[src/rtl/cnt_timer_arbiter_pkg.sv]
// Shared types and defaults for the round-robin counter/timer arbiter.
package cnt_timer_arbiter_pkg;

    localparam int unsigned NREQ_DEFAULT = 4;
    localparam int unsigned CW_DEFAULT   = 8;

    typedef enum logic [1:0] {
        ST_IDLE = 2'd0,
        ST_RUN  = 2'd1,
        ST_DONE = 2'd2
    } state_t;

endpackage

[src/rtl/cnt_timer_arbiter_if.sv]
// Request/grant bundle between the requesting control FSMs and the timer arbiter.
interface cnt_timer_arbiter_if #(
    parameter int unsigned NREQ = 4,
    parameter int unsigned CW   = 8
);
    logic [NREQ-1:0]    req;
    logic [NREQ*CW-1:0] req_len;
    logic [NREQ-1:0]    gnt;
    logic [NREQ-1:0]    done;
    logic               busy;
    logic [CW-1:0]      cnt;

    modport master (output req, req_len, input gnt, done, busy, cnt);
    modport slave  (input req, req_len, output gnt, done, busy, cnt);
endinterface

[src/rtl/cnt_timer_arbiter_cnt_core.sv]
// Plain CW-bit up-counter; clear has priority over enable, wraps mod 2^CW.
module cnt_core #(
    parameter int unsigned CW = 8
) (
    input  logic          clk,
    input  logic          rst,
    input  logic          clr,
    input  logic          en,
    output logic [CW-1:0] cnt
);

    always_ff @(posedge clk) begin
        if (rst || clr) begin
            cnt <= '0;
        end else if (en) begin
            cnt <= cnt + CW'(1);
        end
    end

endmodule

[src/rtl/cnt_timer_arbiter.sv]
// Round-robin arbiter sharing one up-counter between NREQ interval requesters.
module cnt_timer_arbiter
    import cnt_timer_arbiter_pkg::*;
#(
    parameter int unsigned NREQ = NREQ_DEFAULT,
    parameter int unsigned CW   = CW_DEFAULT
) (
    input logic                clk,
    input logic                rst,
    cnt_timer_arbiter_if.slave bus
);

    localparam int unsigned     IW      = $clog2(NREQ);
    localparam logic [NREQ-1:0] ONEHOT0 = NREQ'(1);

    state_t          state;
    logic [IW-1:0]   ptr;
    logic [IW-1:0]   idx;
    logic [IW-1:0]   pick;
    logic [IW-1:0]   cand;
    logic            found;
    logic [CW-1:0]   len_m1;
    logic [CW-1:0]   cnt_q;
    logic [NREQ-1:0] gnt_q;
    logic [NREQ-1:0] done_q;
    logic            busy_q;
    logic            abort;
    logic            term;
    logic            cnt_clr;
    logic            cnt_en;

    // First requester strictly after ptr, wrapping, so the last one served goes last.
    always_comb begin
        found = 1'b0;
        pick  = '0;
        cand  = '0;
        for (int unsigned k = 1; k <= NREQ; k++) begin
            cand = IW'((32'(ptr) + k) % NREQ);
            if (!found && bus.req[cand]) begin
                found = 1'b1;
                pick  = cand;
            end
        end
    end

    assign abort   = (state == ST_RUN) && !bus.req[idx];
    assign term    = (state == ST_RUN) && (cnt_q == len_m1);
    assign cnt_clr = (state != ST_RUN) || abort || term;
    assign cnt_en  = (state == ST_RUN);

    cnt_core #(.CW(CW)) u_cnt_core (
        .clk (clk),
        .rst (rst),
        .clr (cnt_clr),
        .en  (cnt_en),
        .cnt (cnt_q)
    );

    always_ff @(posedge clk) begin
        if (rst) begin
            state  <= ST_IDLE;
            ptr    <= IW'(NREQ - 1);
            idx    <= '0;
            len_m1 <= '0;
            gnt_q  <= '0;
            done_q <= '0;
            busy_q <= 1'b0;
        end else begin
            done_q <= '0;
            case (state)
                ST_IDLE: begin
                    if (found) begin
                        idx    <= pick;
                        ptr    <= pick;
                        // Length 0 wraps to all-ones: a full 2^CW-cycle interval.
                        len_m1 <= bus.req_len[pick*CW +: CW] - CW'(1);
                        gnt_q  <= ONEHOT0 << pick;
                        busy_q <= 1'b1;
                        state  <= ST_RUN;
                    end else begin
                        gnt_q  <= '0;
                        busy_q <= 1'b0;
                    end
                end
                ST_RUN: begin
                    if (abort) begin
                        gnt_q  <= '0;
                        busy_q <= 1'b0;
                        state  <= ST_IDLE;
                    end else if (term) begin
                        gnt_q  <= '0;
                        done_q <= ONEHOT0 << idx;
                        state  <= ST_DONE;
                    end
                end
                ST_DONE: begin
                    busy_q <= 1'b0;
                    state  <= ST_IDLE;
                end
                default: begin
                    gnt_q  <= '0;
                    busy_q <= 1'b0;
                    state  <= ST_IDLE;
                end
            endcase
        end
    end

    assign bus.gnt  = gnt_q;
    assign bus.done = done_q;
    assign bus.busy = busy_q;
    assign bus.cnt  = cnt_q;

endmodule

[src/flat_wrapper.sv]
// flat-port wrapper written by rule: the top's interface ports become plain ports
module cnt_timer_arbiter_flat import cnt_timer_arbiter_pkg::*;
#(
    parameter int unsigned NREQ = NREQ_DEFAULT,
    parameter int unsigned CW   = CW_DEFAULT
)
  (clk, rst, bus_req, bus_req_len, bus_gnt, bus_done, bus_busy, bus_cnt);
  cnt_timer_arbiter_if #(.NREQ(NREQ), .CW(CW)) bus_i ();
  input logic clk;
  input logic rst;
  input wire logic [$bits(bus_i.req)-1:0] bus_req;
  input wire logic [$bits(bus_i.req_len)-1:0] bus_req_len;
  output wire logic [$bits(bus_i.gnt)-1:0] bus_gnt;
  output wire logic [$bits(bus_i.done)-1:0] bus_done;
  output wire logic [$bits(bus_i.busy)-1:0] bus_busy;
  output wire logic [$bits(bus_i.cnt)-1:0] bus_cnt;
  assign bus_i.req = bus_req;
  assign bus_i.req_len = bus_req_len;
  assign bus_gnt = bus_i.gnt;
  assign bus_done = bus_i.done;
  assign bus_busy = bus_i.busy;
  assign bus_cnt = bus_i.cnt;
  cnt_timer_arbiter #(.NREQ(NREQ), .CW(CW)) u_core (.clk(clk), .rst(rst), .bus(bus_i));
endmodule
[config.mk]
export PLATFORM = sky130hd
export DESIGN_NAME = cnt_timer_arbiter_flat
export DESIGN_NICKNAME = d
export VERILOG_FILES = /design/src/rtl/cnt_timer_arbiter_pkg.sv /design/src/rtl/cnt_timer_arbiter_if.sv /design/src/rtl/cnt_timer_arbiter_cnt_core.sv /design/src/rtl/cnt_timer_arbiter.sv /design/src/flat_wrapper.sv
export SDC_FILE = /design/constraint.sdc
export NUM_CORES = 1
export LEC_CHECK = 0
export CAP_MARGIN = 20
export CORE_ASPECT_RATIO = 1.1
export CORE_MARGIN = 10
export CORE_UTILIZATION = 50
export DETAILED_ROUTE_END_ITERATION = 7
export GPL_TIMING_DRIVEN = 1
export PLACE_DENSITY_LB_ADDON = 0.2
export SYNTH_ARGS = -nofsm -noshare
export SYNTH_HDL_FRONTEND = slang
export SYNTH_HIERARCHICAL = 1
export SYNTH_SLANG_ARGS = --single-unit
[constraint.sdc]
create_clock -name clk -period 8.34 [get_ports clk]
set_clock_uncertainty 0.15 [all_clocks]
set_input_delay 2.085 -clock clk [delete_from_list [all_inputs] [get_ports clk]]
set_output_delay 2.085 -clock clk [all_outputs]
set_load 0.01 [all_outputs]
==> run_results.csv, run 1 <==
group,metric,value,unit
drt,drcViolationCount,0,
sta,setup_slack,3.21,ns
sta,slew_headroom,32.5,%
yosys,synth_flop_cell,"sky130_fd_sc_hd__dfxtp_1",
clocking,sink_count,31,
floorplan,design.die.area,6460,um^2
clocking,tritoncts,"built",
worst_setup_path,crit_path_start,"bus_req[2]",
clocking,postcts_setup_bufs,0,
sta,min_period_over_period,61.5,%
final_layout,fin_cells,306,
worst_setup_path,critical_path_required,8.43,ns
final_layout,final_cell_area,2440,um^2
placement,portBuffers,54,
yosys,yosysWarningCount,6,
drt,vias_per_cell,5.69,
global_routing,vias_in_the_first_global_route,1678,
floorplan,dieHeight,83.3,um
yosys,ys_types,50,
hold_path,worstHoldEndpoint,"u_core/bus.busy$_SDFFE_PP0P_",
yosys,synth_area_per_cell,8.84,um^2
worst_setup_path,r2r.worst_path.cells,9,
worst_setup_path,timing.critical_path.from_type,"input pin",
worst_setup_path,crit-reg2reg-capture,"u_core/len_m1[6]$_SDFFE_PP0P_",
global_routing,antenna_violations_before_repair,0,
yosys,ys_async_sr_fraction,0,%
placement,final_weighted_congestion_in_routability_driven_placement,0.881,
yosys,synth_top_cell_by_area,"sky130_fd_sc_hd__dfxtp_1",
floorplan,initial_utilization,53.4,%
global_routing,grt_start_max_net_pins,21,
sta,worst-slew-pin-transition,1.01,ns
worst_setup_path,critPathMaxStageDelay,0.56,ns
floorplan,rows,22,
clocking,clk-insertion-delay-late,0.33,ns
placement,placed_cells_incl_taps,298,
final_layout,utilization,71.5,%
final_layout,fin_nets,297,
sta,slew_viol_final,0,
sta,finalHoldViolCount,0,
placement,hpwlAfterDp,3560,um
drt,drt_iter0_markers,77,
yosys,most_frequently_used_cell_type_in_the_post_synthesis_netlist,"sky130_fd_sc_hd__dfxtp_1",
clocking,ctsResizeCount,0,
worst_setup_path,crit_slowest_cell,"sky130_fd_sc_hd__a21oi_2",
drt,detail-route-antenna-nets,0,
global_routing,wire_length_of_the_first_global_routing_pass,7470,um
power,power-per-cell-area,172,nW/um^2
sta,max_clock_freq,0.195,GHz
yosys,synthTopCellsByArea,"sky130_fd_sc_hd__dfxtp_1 (34%), sky130_fd_sc_hd__o31a_1 (5.8%), sky130_fd_sc_hd__nor2_1 (5.6%)",
final_layout,post_route_cells_drive_above_1_share,9.30,%
yosys,synth.net_count,246,
yosys,synth-seq-cells,31,
yosys,synth_enable_flop_cells,0,
status,run_status,"finished, final reports clean",
power,maximum_resistive_drop_on_vdd,0.0000913,V
clocking,cts_buffer_depth,2,
hold_path,hold_start,"u_core/bus.busy$_SDFFE_PP0P_",
yosys,netlist_instances,206,
worst_setup_path,critPathBufInv,2,
sta,grt_setup_unrepaired,"false",
placement,dpl-instance-area,2370,um^2
clocking,cts_htree_levels,2,
clocking,clockRootBuffer,"sky130_fd_sc_hd__clkbuf_4",
power,power_leakage,0.890,nW
placement,pre_cts_slack,2.88,ns
sta,final.setup.tns,0,ns
drt,route.final.wire_length,4500,um
clocking,cts-hold-fix-buffers,0,
worst_setup_path,reg2reg_from,"u_core/ptr[0]$_SDFFE_PP1P_",
yosys,synth_common_cells,"sky130_fd_sc_hd__dfxtp_1 (31), sky130_fd_sc_hd__nor2_1 (27), sky130_fd_sc_hd__a211oi_1 (13)",
drt,detail_route.first_pass.iterations,5,
floorplan,die-width,77.6,um
hold_path,timing.hold.worst_path_depth,2,
hold_path,timing.hold.worst.class,"flop to flop",
worst_setup_path,timing.setup.critical_path_class,"input pin to flop",
worst_setup_path,crit_arrival,5.21,ns
final_layout,areaGrowthSynthToFinish,33.9,%
final_layout,layout.filler_cells,276,
sta,post-route-min-period,5.13,ns
worst_setup_path,timing.critical_path.max_delay_family,"simple AND/OR/NAND/NOR gates",
yosys,fraction_of_the_yosys_area_taken_by_sequential_cells,34.1,%
global_routing,globalRouteTotalUtil,13.6,%
final_layout,num_antenna_cells,0,
floorplan,placeableCoreArea,3410,um^2
floorplan,boundaryPins,55,
worst_setup_path,crit_chain,"clkdlybuf4s50_1, nand2b_1, a21oi_2, nor3_2, a211oi_1, or2_2, ha_1, inv_1, or4_1, a311oi_1",
yosys,post_synth_instance_area,1820,um^2
worst_setup_path,setup.worst_path.end_class,"flop",
global_routing,grt_overflow,0,
drt,detailroute.via_count,1740,
flow_run,max_cap_violations,0,
worst_setup_path,regToRegSetupSlack,5.13,ns
clocking,cts-buffers-inserted,5,
drt,wl_per_cell,14.7,um
clocking,worst_setup_hold_path_clk_slew,0.09,ns
yosys,post-synth-top-area-fraction,34.1,%
worst_setup_path,crit_path_max_fanout,16,
sta,timing.final.setup_violations,0,
## sequential cells by signal (all words and copies together) (netlist names)
name / flops
u_core/bus.done: 4
u_core/state: 2
u_core/ptr: 2
u_core/u_cnt_core/cnt: 8
u_core/idx: 2
u_core/len_m1: 8
u_core/bus.gnt: 4
u_core/bus.busy: 1
## power breakdown
part           internal [mW]  switching (mW)
sequential             0.162          0.0112
combinational         0.0714          0.0746
clock                 0.0492          0.0503
total                  0.282           0.136
## per-layer routing
| layer | part of all wire [%] | GRT usage [%] |
|---|---|---|
| met1 | 42 | 15.1 |
| met2 | 48 | 22.3 |
| met3 | 7.6 | 4.85 |
| met4 | 2.2 | 6.93 |
| met5 | 0 | 0 |
## kinds of logic (layout without fill, tap and decap cells)
kind of cell    Yosys count  after routing  synth area share (%)
compound gates           69             69                  29.7
xor+xnor                 13             13                  6.25
fa+ha+maj                 2              2                  1.37
buf+inv                  15             67                  4.26
flops                    31             31                  34.1
mux                       5              5                  3.43
simple gates             71             71                  20.9
## worst min-delay path: cells and delay by family (launching register included)
family / cells / cell delay (ns)
DFF: 1 / 0.34
AOI/OAI and AO/OA: 1 / 0.06
and+or+nand+nor: 1 / 0.07
## layout by cell type (no fill, tap or decap), types with 2 or more instances in the layout
cell,netlist,routed
sky130_fd_sc_hd__clkbuf_8,0,2
sky130_fd_sc_hd__o211ai_1,3,3
sky130_fd_sc_hd__o31ai_1,4,4
sky130_fd_sc_hd__o21ai_0,5,5
sky130_fd_sc_hd__a311oi_1,4,4
sky130_fd_sc_hd__o31a_1,12,12
sky130_fd_sc_hd__nor2_1,27,27
sky130_fd_sc_hd__inv_1,4,4
sky130_fd_sc_hd__nand4_1,3,3
sky130_fd_sc_hd__xnor2_1,3,3
sky130_fd_sc_hd__nor4_1,2,2
sky130_fd_sc_hd__xor2_1,10,10
sky130_fd_sc_hd__nor3_1,3,3
sky130_fd_sc_hd__clkbuf_4,0,5
sky130_fd_sc_hd__nand3_1,2,2
sky130_fd_sc_hd__nand2_1,10,10
sky130_fd_sc_hd__a21oi_1,9,9
sky130_fd_sc_hd__nand2b_1,2,2
sky130_fd_sc_hd__o22ai_1,3,3
sky130_fd_sc_hd__a211oi_1,13,13
sky130_fd_sc_hd__a211oi_2,2,2
sky130_fd_sc_hd__dfxtp_1,31,31
sky130_fd_sc_hd__or4_1,2,2
sky130_fd_sc_hd__nor2b_1,2,2
sky130_fd_sc_hd__or3_1,5,5
sky130_fd_sc_hd__mux2i_1,4,4
sky130_fd_sc_hd__a21oi_2,2,2
sky130_fd_sc_hd__ha_1,2,2
sky130_fd_sc_hd__nor3b_1,2,2
sky130_fd_sc_hd__or2_2,4,4
sky130_fd_sc_hd__clkdlybuf4s50_1,0,54
sky130_fd_sc_hd__a2bb2oi_1,3,3
## cell type report
class	count	area, um^2	area share (%)
Multi-Input combinational cell	160	1120	46.1
Tap cell	48	60.1	2.46
Timing Repair Buffer	55	548	22.5
Inverter	4	15.0	0.615
Clock buffer	7	65.1	2.67
Sequential cell	31	621	25.4
Clock inverter	1	7.51	0.308
## worst max-delay path by stage
stage | endpoint | slack (ns) | cells past startpoint
finish | u_core/len_m1[6]$_SDFFE_PP0P_ | 3.21 | 10
global route | u_core/len_m1[6]$_SDFFE_PP0P_ | 2.97 | 10
CTS | u_core/len_m1[6]$_SDFFE_PP0P_ | 3.23 | 10
detailed placement | u_core/len_m1[6]$_SDFFE_PP0P_ | 2.88 | 10
global placement | u_core/len_m1[6]$_SDFFE_PP0P_ | 3.02 | 10
floorplan | u_core/len_m1[6]$_SDFFE_PP0P_ | 3.89 | 10
## metrics by stage
stage | power (mW) | hold slack [ns]
after detailed placement | 0.321 | 0.329
final | 0.419 | 0.349
after global routing | 0.447 | 0.390
after floorplan | 0.281 | 0.306
after global placement | 0.318 | 0.324
after CTS | 0.420 | 0.352
Power figures use the tool's default switching activity.
==> run 2, diff against run 1 <==
Settings changed: CORE_UTILIZATION 50 to 47.
Clock period 8.34 ns to 4.8 ns, I/O delays scaled along.
==> run 2 against run 1 <==
Flip-flop and latch count unchanged. Sequential share of layout area decreased by 0.64 points. Total power rose by 97%. Clock power rose to 2.7 times the previous value. Critical endpoint is now u_core/len_m1[3]$_SDFFE_PP0P_. Sequential power up 75%.
==> run_results.csv, run 2 (same netlist as run 1, synthesis figures left out) <==
group,metric,value,unit
final_layout,num_antenna_cells,0,
final_layout,mostFrequentLayoutCell,"sky130_fd_sc_hd__clkdlybuf4s50_1",
clocking,tritoncts,"built",
global_routing,vias_in_the_first_global_route,1667,
final_layout,mostFrequentLayoutCells,"sky130_fd_sc_hd__clkdlybuf4s50_1 (54), sky130_fd_sc_hd__dfxtp_1 (31), sky130_fd_sc_hd__nor2_1 (27)",
final_layout,largestRegisters,"u_core/len_m1: 8 flops, u_core/u_cnt_core/cnt: 8 flops",
final_layout,fin_nets,299,
floorplan,rows,23,
final_layout,areaGrowthSynthToFinish,37.4,%
clocking,ctsResizeCount,0,
drt,detailroute.via_count,1741,
clocking,postcts_setup_bufs,0,
global_routing,grt_start_max_net_pins,21,
global_routing,antenna_violations_before_repair,0,
sta,worst-slew-pin-transition,0.933,ns
power,power-per-cell-area,329,nW/um^2
sta,finalHoldViolCount,0,
clocking,sink_count,31,
placement,portBuffers,54,
worst_setup_path,r2r.worst_path.cells,7,
worst_setup_path,timing.critical_path.from_type,"input pin",
floorplan,boundaryPins,55,
flow_run,max_cap_violations,0,
sta,slew_viol_final,0,
floorplan,design.die.area,6770,um^2
clocking,cts-hold-fix-buffers,0,
placement,final_weighted_congestion_in_routability_driven_placement,0.815,
sta,hold-worst-slack,0.356,ns
drt,drcViolationCount,0,
clocking,cts_htree_levels,2,
worst_setup_path,critical_path_required,4.82,ns
final_layout,utilization,67.9,%
worst_setup_path,crit_path_max_fanout,16,
sta,max_clock_freq,0.244,GHz
drt,wl_per_cell,15.6,um
drt,route.final.wire_length,4850,um
power,maximum_resistive_drop_on_vdd,0.000167,V
global_routing,globalRouteTotalUtil,14.7,%
sta,min_period_over_period,85.5,%
final_layout,post_route_cells_drive_above_1_share,10.0,%
status,run_status,"finished, final reports clean",
sta,grt_setup_unrepaired,"false",
sta,slew_headroom,37.4,%
hold_path,timing.hold.worst_path_depth,2,
drt,drt_iter0_markers,89,
floorplan,dieHeight,85.3,um
placement,placed_cells_incl_taps,302,
clocking,worst_setup_hold_path_clk_slew,0.06,ns
worst_setup_path,regToRegSetupSlack,1.83,ns
clocking,cts-buffers-inserted,5,
sta,timing.final.setup_violations,0,
global_routing,wire_length_of_the_first_global_routing_pass,8150,um
global_routing,grt_overflow,0,
clocking,clk-insertion-delay-late,0.29,ns
placement,hpwlAfterDp,3760,um
worst_setup_path,timing.setup.critical_path_class,"input pin to flop",
worst_setup_path,setup.worst_path.end_class,"flop",
worst_setup_path,crit_arrival,4.12,ns
sta,post-route-min-period,4.11,ns
power,power_leakage,0.925,nW
drt,vias_per_cell,5.62,
sta,final.setup.tns,0,ns
floorplan,placeableCoreArea,3680,um^2
clocking,clockRootBuffer,"sky130_fd_sc_hd__clkbuf_8",
clocking,cts_buffer_depth,2,
power,design_power_total,0.824,mW
drt,detail_route.first_pass.iterations,4,
hold_path,timing.hold.worst.class,"flop to flop",
drt,detail-route-antenna-nets,0,
floorplan,initial_utilization,49.5,%
floorplan,die-width,79.4,um
final_layout,fin_cells,310,
[run 2: cell count changes in the layout (fill, tap and decap cells not counted)]
cell and delta:
sky130_fd_sc_hd__clkbuf_4 -5, sky130_fd_sc_hd__buf_4 +2, sky130_fd_sc_hd__clkinv_2 +1, sky130_fd_sc_hd__bufinv_16 +1, sky130_fd_sc_hd__clkinvlp_4 -1, sky130_fd_sc_hd__clkbuf_8 +4
[run 2: metrics by stage]
stage               instance area (um^2)  worst slack, ns
floorplan                           1820             1.24
global placement                    2380            0.508
detailed placement                  2380            0.423
CTS                                 2500            0.710
global route                        2500            0.432
finish                              2500            0.695
[run 2: path summary, 6_finish.rpt]
| path | start | end |
|---|---|---|
| worst max register to register | u_core/ptr[0]$_SDFFE_PP1P_ | u_core/len_m1[3]$_SDFFE_PP0P_ |
| worst min-delay path | u_core/len_m1[5]$_SDFFE_PP0P_ | u_core/len_m1[5]$_SDFFE_PP0P_ |
| worst max-delay path | bus_req[3] | u_core/len_m1[3]$_SDFFE_PP0P_ |
| worst min register to register | u_core/len_m1[5]$_SDFFE_PP0P_ | u_core/len_m1[5]$_SDFFE_PP0P_ |
[run 2: cell type report]
type | count | area [um^2]
Timing Repair Buffer | 57 | 563
Clock buffer | 6 | 82.6
Inverter | 4 | 15.0
Sequential cell | 31 | 621
Fill cell | 326 | 1180
Tap cell | 50 | 62.6
Multi-Input combinational cell | 160 | 1120
Clock inverter | 2 | 35.0
[run 2: report_power, final]
part | total [mW] | switching (mW) | internal (mW)
clock | 0.265 | 0.0974 | 0.168
combinational | 0.257 | 0.132 | 0.126
sequential | 0.302 | 0.0205 | 0.281
total | 0.824 | 0.250 | 0.575
[run 2: worst max-delay path: stages]
cell and delay (ns):
sky130_fd_sc_hd__clkdlybuf4s50_1 0.49, sky130_fd_sc_hd__nor2b_4 0.18, sky130_fd_sc_hd__o21a_4 0.27, sky130_fd_sc_hd__nor3_2 0.76
sky130_fd_sc_hd__a211oi_1 0.21, sky130_fd_sc_hd__o22ai_1 0.49, sky130_fd_sc_hd__o211ai_1 0.19, sky130_fd_sc_hd__a311oi_1 0.32
[run 2: layer usage]
| layer | up-vias | GRT usage (%) | part of all wire [%] |
|---|---|---|---|
| met5 | - | 0 | 0 |
| met4 | 0 | 6.04 | 1.6 |
| met3 | 7 | 4.22 | 5.6 |
| met2 | 51 | 24.4 | 49 |
| met1 | 796 | 17.2 | 44 |
| li1 | 887 | - | - |
